$ cat config.mk
export PLATFORM = sky130hd
export DESIGN_NAME = lsu_mem_ctrl_flat
export DESIGN_NICKNAME = d
export VERILOG_FILES = /design/src/rtl/lsu_mem_ctrl_pkg.sv /design/src/rtl/lsu_mem_ctrl_if.sv /design/src/rtl/lsu_lane_align.sv /design/src/rtl/lsu_mem_ctrl.sv /design/src/flat_wrapper.sv
export SDC_FILE = /design/constraint.sdc
export NUM_CORES = 1
export LEC_CHECK = 0
export ABC_CLOCK_PERIOD_IN_PS = 2170
export CORE_ASPECT_RATIO = 1.4
export CORE_MARGIN = 4
export CORE_UTILIZATION = 33
export CTS_BUF_LIST = sky130_fd_sc_hd__clkbuf_2 sky130_fd_sc_hd__clkbuf_4 sky130_fd_sc_hd__clkbuf_8
export CTS_CLUSTER_DIAMETER = 30
export DETAILED_ROUTE_END_ITERATION = 6
export PLACE_DENSITY = 0.69
export SLEW_MARGIN = 20
export SYNTH_ARGS = -nofsm -noshare
export SYNTH_HDL_FRONTEND = slang
export SYNTH_SLANG_ARGS = --single-unit
$ cat constraint.sdc
create_clock -name clk -period 2.17 [get_ports clk]
set_clock_uncertainty 0.1 [all_clocks]
set_input_delay 0.434 -clock clk [delete_from_list [all_inputs] [get_ports clk]]
set_output_delay 0.434 -clock clk [all_outputs]
set_load 0.05 [all_outputs]
$ cat src/rtl/lsu_mem_ctrl_pkg.sv
// Shared memory-access definitions: mem_op size encodings, mem_op bit indices,
// sequencer state encoding and access-classification helpers.
package mem_defs;

   localparam int MEMOP_WEN = 4;
   localparam int MEMOP_REN = 3;

   typedef enum logic [2:0] {
      MEM_B    = 3'b000,
      MEM_H    = 3'b001,
      MEM_W    = 3'b010,
      MEM_BU   = 3'b100,
      MEM_HU   = 3'b101,
      MEM_NONE = 3'b111
   } mem_size_e;

   typedef enum logic [1:0] {
      ST_IDLE = 2'd0,
      ST_REQ  = 2'd1,
      ST_RESP = 2'd2,
      ST_DONE = 2'd3
   } lsu_state_e;

   // Unlisted encodings (011, 110) are rejected like MEM_NONE.
   function automatic logic size_ok(input logic [2:0] size, input logic is_store);
      logic ok_s;
      case (size)
         MEM_B, MEM_H, MEM_W: ok_s = 1'b1;
         MEM_BU, MEM_HU:      ok_s = ~is_store;
         default:             ok_s = 1'b0;
      endcase
      return ok_s;
   endfunction

   function automatic logic is_misaligned(input logic [2:0] size, input logic [1:0] addr_lo);
      logic mis_s;
      case (size)
         MEM_H, MEM_HU: mis_s = addr_lo[0];
         MEM_W:         mis_s = (addr_lo != 2'b00);
         default:       mis_s = 1'b0;
      endcase
      return mis_s;
   endfunction

endpackage

$ cat src/rtl/lsu_mem_ctrl_if.sv
// Data-memory port bundle: req/gnt/rvalid handshake plus address, lanes and data.
interface lsu_mem_ctrl_if #(parameter int AW = 32);

   logic          mem_req;
   logic          mem_we;
   logic [AW-1:0] mem_addr;
   logic [3:0]    mem_be;
   logic [31:0]   mem_wdata;
   logic          mem_gnt;
   logic          mem_rvalid;
   logic [31:0]   mem_rdata;

   modport master (
      output mem_req, mem_we, mem_addr, mem_be, mem_wdata,
      input  mem_gnt, mem_rvalid, mem_rdata
   );

   modport slave (
      input  mem_req, mem_we, mem_addr, mem_be, mem_wdata,
      output mem_gnt, mem_rvalid, mem_rdata
   );

endinterface

$ cat src/rtl/lsu_lane_align.sv
// Byte-lane steering: byte enables and replicated store data for a request,
// lane extraction with sign/zero extension for a load response.
module lsu_lane_align
   import mem_defs::*;
(
   input  logic [2:0]  req_size,
   input  logic [1:0]  req_addr_lo,
   input  logic [31:0] req_wdata,
   output logic [3:0]  be,
   output logic [31:0] wdata,
   input  logic [2:0]  rsp_size,
   input  logic [1:0]  rsp_addr_lo,
   input  logic [31:0] rsp_rdata,
   output logic [31:0] rdata_ext
);

   logic [7:0]  byte_s;
   logic [15:0] half_s;

   // Request side: lane enables and store-data replication
   always_comb begin
      be    = 4'b0000;
      wdata = 32'h0000_0000;
      case (req_size)
         MEM_B, MEM_BU: begin
            be    = 4'b0001 << req_addr_lo;
            wdata = {4{req_wdata[7:0]}};
         end
         MEM_H, MEM_HU: begin
            be    = req_addr_lo[1] ? 4'b1100 : 4'b0011;
            wdata = {2{req_wdata[15:0]}};
         end
         MEM_W: begin
            be    = 4'b1111;
            wdata = req_wdata;
         end
         default: begin
            be    = 4'b0000;
            wdata = 32'h0000_0000;
         end
      endcase
   end

   // Response side: pick the addressed byte lane
   always_comb begin
      byte_s = 8'h00;
      case (rsp_addr_lo)
         2'd0:    byte_s = rsp_rdata[7:0];
         2'd1:    byte_s = rsp_rdata[15:8];
         2'd2:    byte_s = rsp_rdata[23:16];
         2'd3:    byte_s = rsp_rdata[31:24];
         default: byte_s = 8'h00;
      endcase
   end

   // Halfwords ignore addr[0]; only addr[1] selects the lane pair
   assign half_s = rsp_addr_lo[1] ? rsp_rdata[31:16] : rsp_rdata[15:0];

   // Response side: extension by access size
   always_comb begin
      rdata_ext = 32'h0000_0000;
      case (rsp_size)
         MEM_B:   rdata_ext = {{24{byte_s[7]}}, byte_s};
         MEM_BU:  rdata_ext = {24'h00_0000, byte_s};
         MEM_H:   rdata_ext = {{16{half_s[15]}}, half_s};
         MEM_HU:  rdata_ext = {16'h0000, half_s};
         MEM_W:   rdata_ext = rsp_rdata;
         default: rdata_ext = 32'h0000_0000;
      endcase
   end

endmodule

$ cat src/rtl/lsu_mem_ctrl.sv
// Load/store sequencer between EX/MEM and the data memory port.
// Optional build macro MEM_MISALIGN_TRAP_EN traps misaligned H/W accesses.
module lsu_mem_ctrl
   import mem_defs::*;
#(
   parameter int AW = 32,
   parameter int DW = 32
)
(
   input  logic          clk,
   input  logic          rst_n,
   input  logic          ex_valid_i,
   input  logic [4:0]    mem_op_i,
   input  logic [AW-1:0] addr_i,
   input  logic [DW-1:0] wdata_i,
   output logic          stall_o,
   output logic          done_o,
   output logic [DW-1:0] rdata_o,
   output logic          misalign_o,
   lsu_mem_ctrl_if.master mem
);

   lsu_state_e    state_r;
   lsu_state_e    state_nxt_s;

   logic          w_en_s;
   logic          r_en_s;
   logic [2:0]    size_s;
   logic          start_s;
   logic          accept_s;
   logic          misalign_s;
   logic          bad_s;
   logic          stall_s;

   logic          we_r;
   logic [2:0]    size_r;
   logic [1:0]    addr_lo_r;

   logic          req_r;
   logic          mem_we_r;
   logic [AW-1:0] addr_r;
   logic [3:0]    be_r;
   logic [DW-1:0] wdata_r;
   logic [DW-1:0] rdata_r;
   logic          done_r;
   logic          misalign_r;

   logic [3:0]    be_s;
   logic [31:0]   wdata_al_s;
   logic [31:0]   rdata_ext_s;

   assign w_en_s   = mem_op_i[MEMOP_WEN];
   assign r_en_s   = mem_op_i[MEMOP_REN];
   assign size_s   = mem_op_i[2:0];
   assign start_s  = ex_valid_i & (w_en_s ^ r_en_s);
   assign accept_s = start_s & ((state_r == ST_IDLE) | (state_r == ST_DONE));

`ifdef MEM_MISALIGN_TRAP_EN
   assign misalign_s = is_misaligned(size_s, addr_i[1:0]);
`else
   assign misalign_s = 1'b0;
`endif

   // Rejected accesses complete without touching memory
   assign bad_s = ~size_ok(size_s, w_en_s) | misalign_s;

   lsu_lane_align u_align (
      .req_size    (size_s),
      .req_addr_lo (addr_i[1:0]),
      .req_wdata   (wdata_i),
      .be          (be_s),
      .wdata       (wdata_al_s),
      .rsp_size    (size_r),
      .rsp_addr_lo (addr_lo_r),
      .rsp_rdata   (mem.mem_rdata),
      .rdata_ext   (rdata_ext_s)
   );

   // State register
   always_ff @(posedge clk or negedge rst_n) begin
      if (!rst_n) begin
         state_r <= ST_IDLE;
      end else begin
         state_r <= state_nxt_s;
      end
   end

   // Next-state and stall decode
   always_comb begin
      state_nxt_s = state_r;
      stall_s     = 1'b0;
      case (state_r)
         ST_IDLE: begin
            stall_s = start_s;
            if (accept_s) begin
               state_nxt_s = bad_s ? ST_DONE : ST_REQ;
            end else begin
               state_nxt_s = ST_IDLE;
            end
         end
         ST_REQ: begin
            stall_s = 1'b1;
            if (mem.mem_gnt) begin
               state_nxt_s = we_r ? ST_DONE : ST_RESP;
            end else begin
               state_nxt_s = ST_REQ;
            end
         end
         ST_RESP: begin
            stall_s = ~mem.mem_rvalid;
            if (mem.mem_rvalid) begin
               state_nxt_s = ST_DONE;
            end else begin
               state_nxt_s = ST_RESP;
            end
         end
         ST_DONE: begin
            stall_s = 1'b0;
            if (accept_s) begin
               state_nxt_s = bad_s ? ST_DONE : ST_REQ;
            end else begin
               state_nxt_s = ST_IDLE;
            end
         end
         default: begin
            stall_s     = 1'b0;
            state_nxt_s = ST_IDLE;
         end
      endcase
   end

   // Request latch and registered bus/result outputs
   always_ff @(posedge clk or negedge rst_n) begin
      if (!rst_n) begin
         we_r       <= 1'b0;
         size_r     <= 3'b000;
         addr_lo_r  <= 2'b00;
         req_r      <= 1'b0;
         mem_we_r   <= 1'b0;
         addr_r     <= {AW{1'b0}};
         be_r       <= 4'b0000;
         wdata_r    <= {DW{1'b0}};
         rdata_r    <= {DW{1'b0}};
         done_r     <= 1'b0;
         misalign_r <= 1'b0;
      end else begin
         done_r <= (state_nxt_s == ST_DONE);
         if (accept_s) begin
            we_r       <= w_en_s;
            size_r     <= size_s;
            addr_lo_r  <= addr_i[1:0];
            req_r      <= ~bad_s;
            mem_we_r   <= w_en_s & ~bad_s;
            addr_r     <= bad_s ? {AW{1'b0}} : {addr_i[AW-1:2], 2'b00};
            be_r       <= bad_s ? 4'b0000 : be_s;
            wdata_r    <= (bad_s | ~w_en_s) ? {DW{1'b0}} : wdata_al_s;
            rdata_r    <= {DW{1'b0}};
            misalign_r <= misalign_s;
         end else if ((state_r == ST_REQ) && mem.mem_gnt) begin
            req_r    <= 1'b0;
            mem_we_r <= 1'b0;
            addr_r   <= {AW{1'b0}};
            be_r     <= 4'b0000;
            wdata_r  <= {DW{1'b0}};
         end else if ((state_r == ST_RESP) && mem.mem_rvalid) begin
            rdata_r <= rdata_ext_s;
         end else if (state_r == ST_DONE) begin
            rdata_r    <= {DW{1'b0}};
            misalign_r <= 1'b0;
         end
      end
   end

   assign stall_o       = stall_s;
   assign done_o        = done_r;
   assign rdata_o       = rdata_r;
   assign misalign_o    = misalign_r;
   assign mem.mem_req   = req_r;
   assign mem.mem_we    = mem_we_r;
   assign mem.mem_addr  = addr_r;
   assign mem.mem_be    = be_r;
   assign mem.mem_wdata = wdata_r;

endmodule

$ cat src/flat_wrapper.sv
// flat-port wrapper written by rule: the top's interface ports become plain ports
module lsu_mem_ctrl_flat import mem_defs::*;
#(
   parameter int AW = 32,
   parameter int DW = 32
)
  (clk, rst_n, ex_valid_i, mem_op_i, addr_i, wdata_i, stall_o, done_o, rdata_o, misalign_o, mem_mem_req, mem_mem_we, mem_mem_addr, mem_mem_be, mem_mem_wdata, mem_mem_gnt, mem_mem_rvalid, mem_mem_rdata);
  lsu_mem_ctrl_if #(.AW(AW)) mem_i ();
  input  logic clk;
  input  logic rst_n;
  input  logic ex_valid_i;
  input  logic [4:0] mem_op_i;
  input  logic [AW-1:0] addr_i;
  input  logic [DW-1:0] wdata_i;
  output logic stall_o;
  output logic done_o;
  output logic [DW-1:0] rdata_o;
  output logic misalign_o;
  output wire logic [$bits(mem_i.mem_req)-1:0] mem_mem_req;
  output wire logic [$bits(mem_i.mem_we)-1:0] mem_mem_we;
  output wire logic [$bits(mem_i.mem_addr)-1:0] mem_mem_addr;
  output wire logic [$bits(mem_i.mem_be)-1:0] mem_mem_be;
  output wire logic [$bits(mem_i.mem_wdata)-1:0] mem_mem_wdata;
  input wire logic [$bits(mem_i.mem_gnt)-1:0] mem_mem_gnt;
  input wire logic [$bits(mem_i.mem_rvalid)-1:0] mem_mem_rvalid;
  input wire logic [$bits(mem_i.mem_rdata)-1:0] mem_mem_rdata;
  assign mem_mem_req = mem_i.mem_req;
  assign mem_mem_we = mem_i.mem_we;
  assign mem_mem_addr = mem_i.mem_addr;
  assign mem_mem_be = mem_i.mem_be;
  assign mem_mem_wdata = mem_i.mem_wdata;
  assign mem_i.mem_gnt = mem_mem_gnt;
  assign mem_i.mem_rvalid = mem_mem_rvalid;
  assign mem_i.mem_rdata = mem_mem_rdata;
  lsu_mem_ctrl #(.AW(AW), .DW(DW)) u_core (.clk(clk), .rst_n(rst_n), .ex_valid_i(ex_valid_i), .mem_op_i(mem_op_i), .addr_i(addr_i), .wdata_i(wdata_i), .stall_o(stall_o), .done_o(done_o), .rdata_o(rdata_o), .misalign_o(misalign_o), .mem(mem_i));
endmodule
Word level (Yosys, flattened, before mapping). Index checks and enable logic that the tools add are counted. Widths: inputs -> output; s select.

Register bits: 112. Logic and storage cells: 88. Input port bits: 106.

Shift-type cells: 1. Mux-type cells: 33. Reductions and logical operators: 16. Equality and inequality tests: 17. Bitwise operators: 9.

Operators by type and width (number): $mux 32 (9); $pmux 32 s5 (1); $pmux 32 s3 (1); $pmux 8 s4 (1); $mux 16 (1); $mux 4 (4); $eq 3x3->1 const B (4); $pmux 4 s3 (1); $eq 2x2->1 const B (5); $mux 1 (9); $reduce_or 2->1 (4); $eq 3x1->1 const B (2); $eq 3x2->1 const B (2); $logic_not 3->1 (2); $mux 2 (3); $pmux 2 s3 (1); $eq 2x1->1 const B (2); $logic_not 2->1 (2); $ne 2x1->1 const B (2); $pmux 1 s4 (1); $reduce_bool 2->1 (2); $shl 1x2->4 const A (1); $and 1x1->1 (3); $not 1->1 (3); other kinds (8) (10).

Depth between registers and ports, before layout.
Depth after elaboration: 7. Gate-level depth with buffers: 9.

Hierarchy. Synthesis repeated with hierarchy kept, for this count alone.

Cell total of the unflattened synthesis: 719. Area, all modules: 6416.2 um^2.

By module, submodules not included: lsu_mem_ctrl (instances 1, area each 4979.8 um^2, cells an instance 512); lsu_lane_align (instances 1, area each 1436.4 um^2, cells an instance 207).

Worst setup path before layout. Ideal clock, no wire load.

Path type: reg2reg. Start: reg u_core.state_r[0]. End: reg u_core.rdata_r[10], in the netlist u_core.rdata_o[10]. Data arrival time: 1917 ps. Cell stages (with the launch flop): 9. Clock period less this slack: 2143 ps. Required time: 1944 ps. Setup slack: 27 ps. Path buffers: 2. Cell sequence: dfrtp_1 -> inv_1 -> ha_1 -> nand2b_1 -> clkbuf_1 -> nor2_1 -> a21oi_1 -> clkbuf_1 -> a221o_1.

Longest elaborated chain between the ends: 5. Elaborated cells between the ends (all ways): 14.

RTL lines: start: declaration (RTL line lsu_mem_ctrl.sv:23) `lsu_state_e state_r;`; start signal: assignment (RTL line lsu_mem_ctrl.sv:84) `state_r <= state_nxt_s;`; $eq 2x2->1 (tied with other cells) (RTL line lsu_mem_ctrl.sv:56, lsu_mem_ctrl.sv:167); $or 1x1->1 / $logic_and 1x1->1 (equally long branches) (RTL line lsu_mem_ctrl.sv:56, lsu_mem_ctrl.sv:165); $and 1x1->1 / $mux 32 (equally long branches) (RTL line lsu_mem_ctrl.sv:56, lsu_mem_ctrl.sv:165); $ne 2x1->1 (no line) (tied with other cells); $reduce_and 2->1 (no line) / $mux 32 (equally long branches); end signal: assignment (RTL line lsu_mem_ctrl.sv:143) `rdata_r <= {DW{1'b0}};`; end signal: assignment (RTL line lsu_mem_ctrl.sv:157) `rdata_r <= {DW{1'b0}};`; end signal: assignment (RTL line lsu_mem_ctrl.sv:166) `rdata_r <= rdata_ext_s;`; end: declaration (RTL line lsu_mem_ctrl.sv:44) `logic [DW-1:0] rdata_r;`.

Parallel ways exist; a longest one is shown, timed or not. The select of a mux whose other input is x is not followed. A chain may end at the register's enable or synchronous reset.

Worst setup path in the final report.
Start: reg u_core.addr_r[23], in the netlist u_core.mem.mem_addr[23]. End: out mem_mem_addr[23].

RTL lines: start: declaration (RTL line lsu_mem_ctrl.sv:41) `logic [AW-1:0] addr_r;`; start signal: assignment (RTL line lsu_mem_ctrl.sv:140) `addr_r <= {AW{1'b0}};`; start signal: assignment (RTL line lsu_mem_ctrl.sv:154) `addr_r <= bad_s ? {AW{1'b0}} : {addr_i[AW-1:2], 2'b00};`; start signal: assignment (RTL line lsu_mem_ctrl.sv:162) `addr_r <= {AW{1'b0}};`; end: declaration (RTL line flat_wrapper.sv:21) `output wire logic [$bits(mem_i.mem_addr)-1:0] mem_mem_addr;`.

No word-level cell between the ends.

==> results.ini <==
[outcome]
outcome=finished, final reports clean

[global_routing]
grt_overflow=0
grtUsageTotal_pct=19.26
grt_pass1_wl_um=26680
grt_max_degree=50
antenna_found_initial=0
grt_pass1_vias=5023

[layout]
antenna_cells=0
layout-drive-gt1-share_pct=14.83
finalNetCount=787
area_growth_pct=57.55
stdcell_count=873
stdcell_area_um2=8011
fill_cells=1326
final_cell_mix=clkdlybuf4s50_1, dfrtp_1, a22o_1
layout_commonest_cell=clkdlybuf4s50_1

[hold_path]
hold_class=flip-flop to flip-flop

[timing]
period_share_pct=97.16
hold_viol_final=0
finalWorstSetupSlack_ns=0.06171
fmaxAchievable_ghz=0.4743
tightest_slew_ns=0.7707
fin_crit_ns=2.108
rsz0062_at_grt=true
drv_slew=0
setup_violations=0
slew-limit-headroom_pct=48.57

[placement]
dpl_worst_slack_ns=-0.5696
gp_congestion=0.8144
hpwl_um=12980
port_buffers=207
placedCellCount=852
place_area_um2=7649

[floorplanning]
initial_utilization_pct=33.78
io_pins=211
core_area_um2=15050
die_h_um=154.9
die_w_um=112.9
rows=53
dieArea_um2=17490

[yosys]
yosys_most_used_dff=dfrtp_1
synth_edf_count=0
netlist-cell-type-count=44
synth.ff_latch_count=109
ys_seq_area_share_pct=53.64
ys.warnings.count=0
syn-instance-count=452
async_flop_share_pct=100.0
netlist_area_um2=5085
avgSynthCellArea_um2=11.25

[clocking]
insertion_delay_ns=0.36
htree_levels=3
clk_path_buf_depth=2
cts_buffers=9
cts_tree=yes
clk_pin_slew_ns=0.11
clockRootBuffer=clkbuf_8
cts.sinks=109

[worst_setup_path]
path_max_fanout=2
worst-path-buf-inv=1
slowest_stage=clkdlybuf4s50_1
cp.arrival_ns=1.57
start_kind=flip-flop
crit_type=flip-flop to output pin
worst_path_largest_cell_delay_ns=0.83
path_cells=clkdlybuf4s50_1
cp.required_ns=1.64
path_delay_family=buffers and inverters
end_kind=output pin

[route]
drc=0
ant_nets=0
topRoutingLayerUsed=met4
wl_met3_um=1379
met1Wirelength_um=6422
dr_total_vias=4649
vias_per_cell=5.325
routed_wl_um=17300
wl_per_cell_um=19.82
firstDrtPassIters=4
wl_met2_um=8965
drt_iter0_markers=220

[power_and_ir_drop]
ir_worst_vdd_mv=0.6797
leakage_nw=3.795
power.density_nw_per_um2=1424

[run]
drv_cap=0

## what timing repair did
action,CTS,global route
hold endpoints to repair,25,0
endpoints found under the setup margin,33,115
hold buffers,1,0
resized for setup,7,28
setup buffers,1,4
pin swaps,0,3
## final timing paths
| kind | startpoint | endpoint | slack, ns | cells past startpoint |
|---|---|---|---|---|
| max in group asynchronous | rst_n | u_core.mem.mem_wdata[14] | 0.93 | 3 |
| min | u_core.mem.mem_req | u_core.mem.mem_req | 0.39 | 1 |
| min reg2reg | u_core.mem.mem_req | u_core.mem.mem_req | 0.39 | 1 |
| min in group asynchronous | rst_n | u_core.rdata_o[10] | 0.44 | 2 |
| max | u_core.mem.mem_addr[23] | mem_mem_addr[23] | 0.06 | 1 |
| max reg2reg | u_core.state_r[0] | u_core.mem.mem_wdata[14] | 0.14 | 8 |
## metrics by stage
stage	hold WS, ns	setup TNS [ns]	util (%)	total power [mW]
6_report	0.3863	0	53.22	11.41
2_1_floorplan	0.03841	0	-	7.496
3_3_place_gp	0.2851	-18.34	50.81	10.03
4_1_cts	0.3913	-0.01974	52.35	11.43
3_5_place_dp	0.2875	-22.28	50.81	10.16
5_1_grt	0.4219	-0.02024	53.22	11.99
## sequential cells by signal, summed over array words and instances (netlist names)
name	cells
u_core.rdata_o	32
u_core.mem.mem_wdata	32
u_core.mem.mem_req	1
u_core.done_o	1
u_core.mem.mem_we	1
u_core.addr_lo_r	2
u_core.mem.mem_be	4
u_core.state_r	2
u_core.we_r	1
u_core.mem.mem_addr	30
u_core.size_r	3
## cell type report
type                            instances  area, um2  area share [%]
Multi-Input combinational cell        300       2280           28.46
Inverter                                6      22.52          0.2811
Sequential cell                       109       2728           34.05
Tap cell                              192      240.2           2.999
Clock buffer                            9      123.9           1.546
Timing Repair Buffer                  251       2570           32.08
Clock inverter                          6      47.55          0.5935
## power by group
part | total (mW) | internal (mW) | leakage, nW | switching [mW]
logic | 7.07 | 2.73 | 2.23 | 4.34
registers | 3.20 | 2.74 | 1.48 | 0.461
clock network | 1.14 | 0.423 | 0.0861 | 0.718
## synthesized netlist by cell type (all sizes together) (4+ instances only)
| cell | instances | area share, % |
|---|---|---|
| a21o | 4 | 0.59 |
| a21oi | 31 | 3.1 |
| a221o | 8 | 1.6 |
| a22o | 71 | 12 |
| buf | 13 | 1.5 |
| clkbuf | 26 | 1.9 |
| dfrtp | 109 | 54 |
| ha | 4 | 0.98 |
| inv | 6 | 0.44 |
| mux2 | 13 | 3.0 |
| mux2i | 15 | 3.0 |
| nand2 | 38 | 2.8 |
| nor2 | 24 | 1.8 |
| nor2b | 9 | 1.1 |
| nor3 | 8 | 0.89 |
| nor3b | 5 | 0.93 |
| o21ai | 9 | 0.89 |
| o2bb2ai | 30 | 5.2 |
## cells by family (layout without fill, tap and decap cells)
logic type	after synthesis	count (layout)	share of synthesized area [%]
AO/OA/AOI/OAI	166	166	25.69
flip-flops	109	109	53.64
AND/OR/NAND/NOR	98	98	9.523
buffers and inverters	45	272	3.863
multiplexers	28	28	5.905
adder cells (fa/ha/maj)	4	4	0.9843
other	1	3	0.07375
XOR/XNOR	1	1	0.3200
## layer usage
| metal | vias up | track usage (%) |
|---|---|---|
| met4 | 0 | 7.904 |
| li1 | 2132 | - |
| met1 | 2278 | 21.64 |
| met5 | - | 0 |
| met2 | 206 | 33.70 |
| met3 | 33 | 5.992 |
Power figures use the tool's default switching activity.
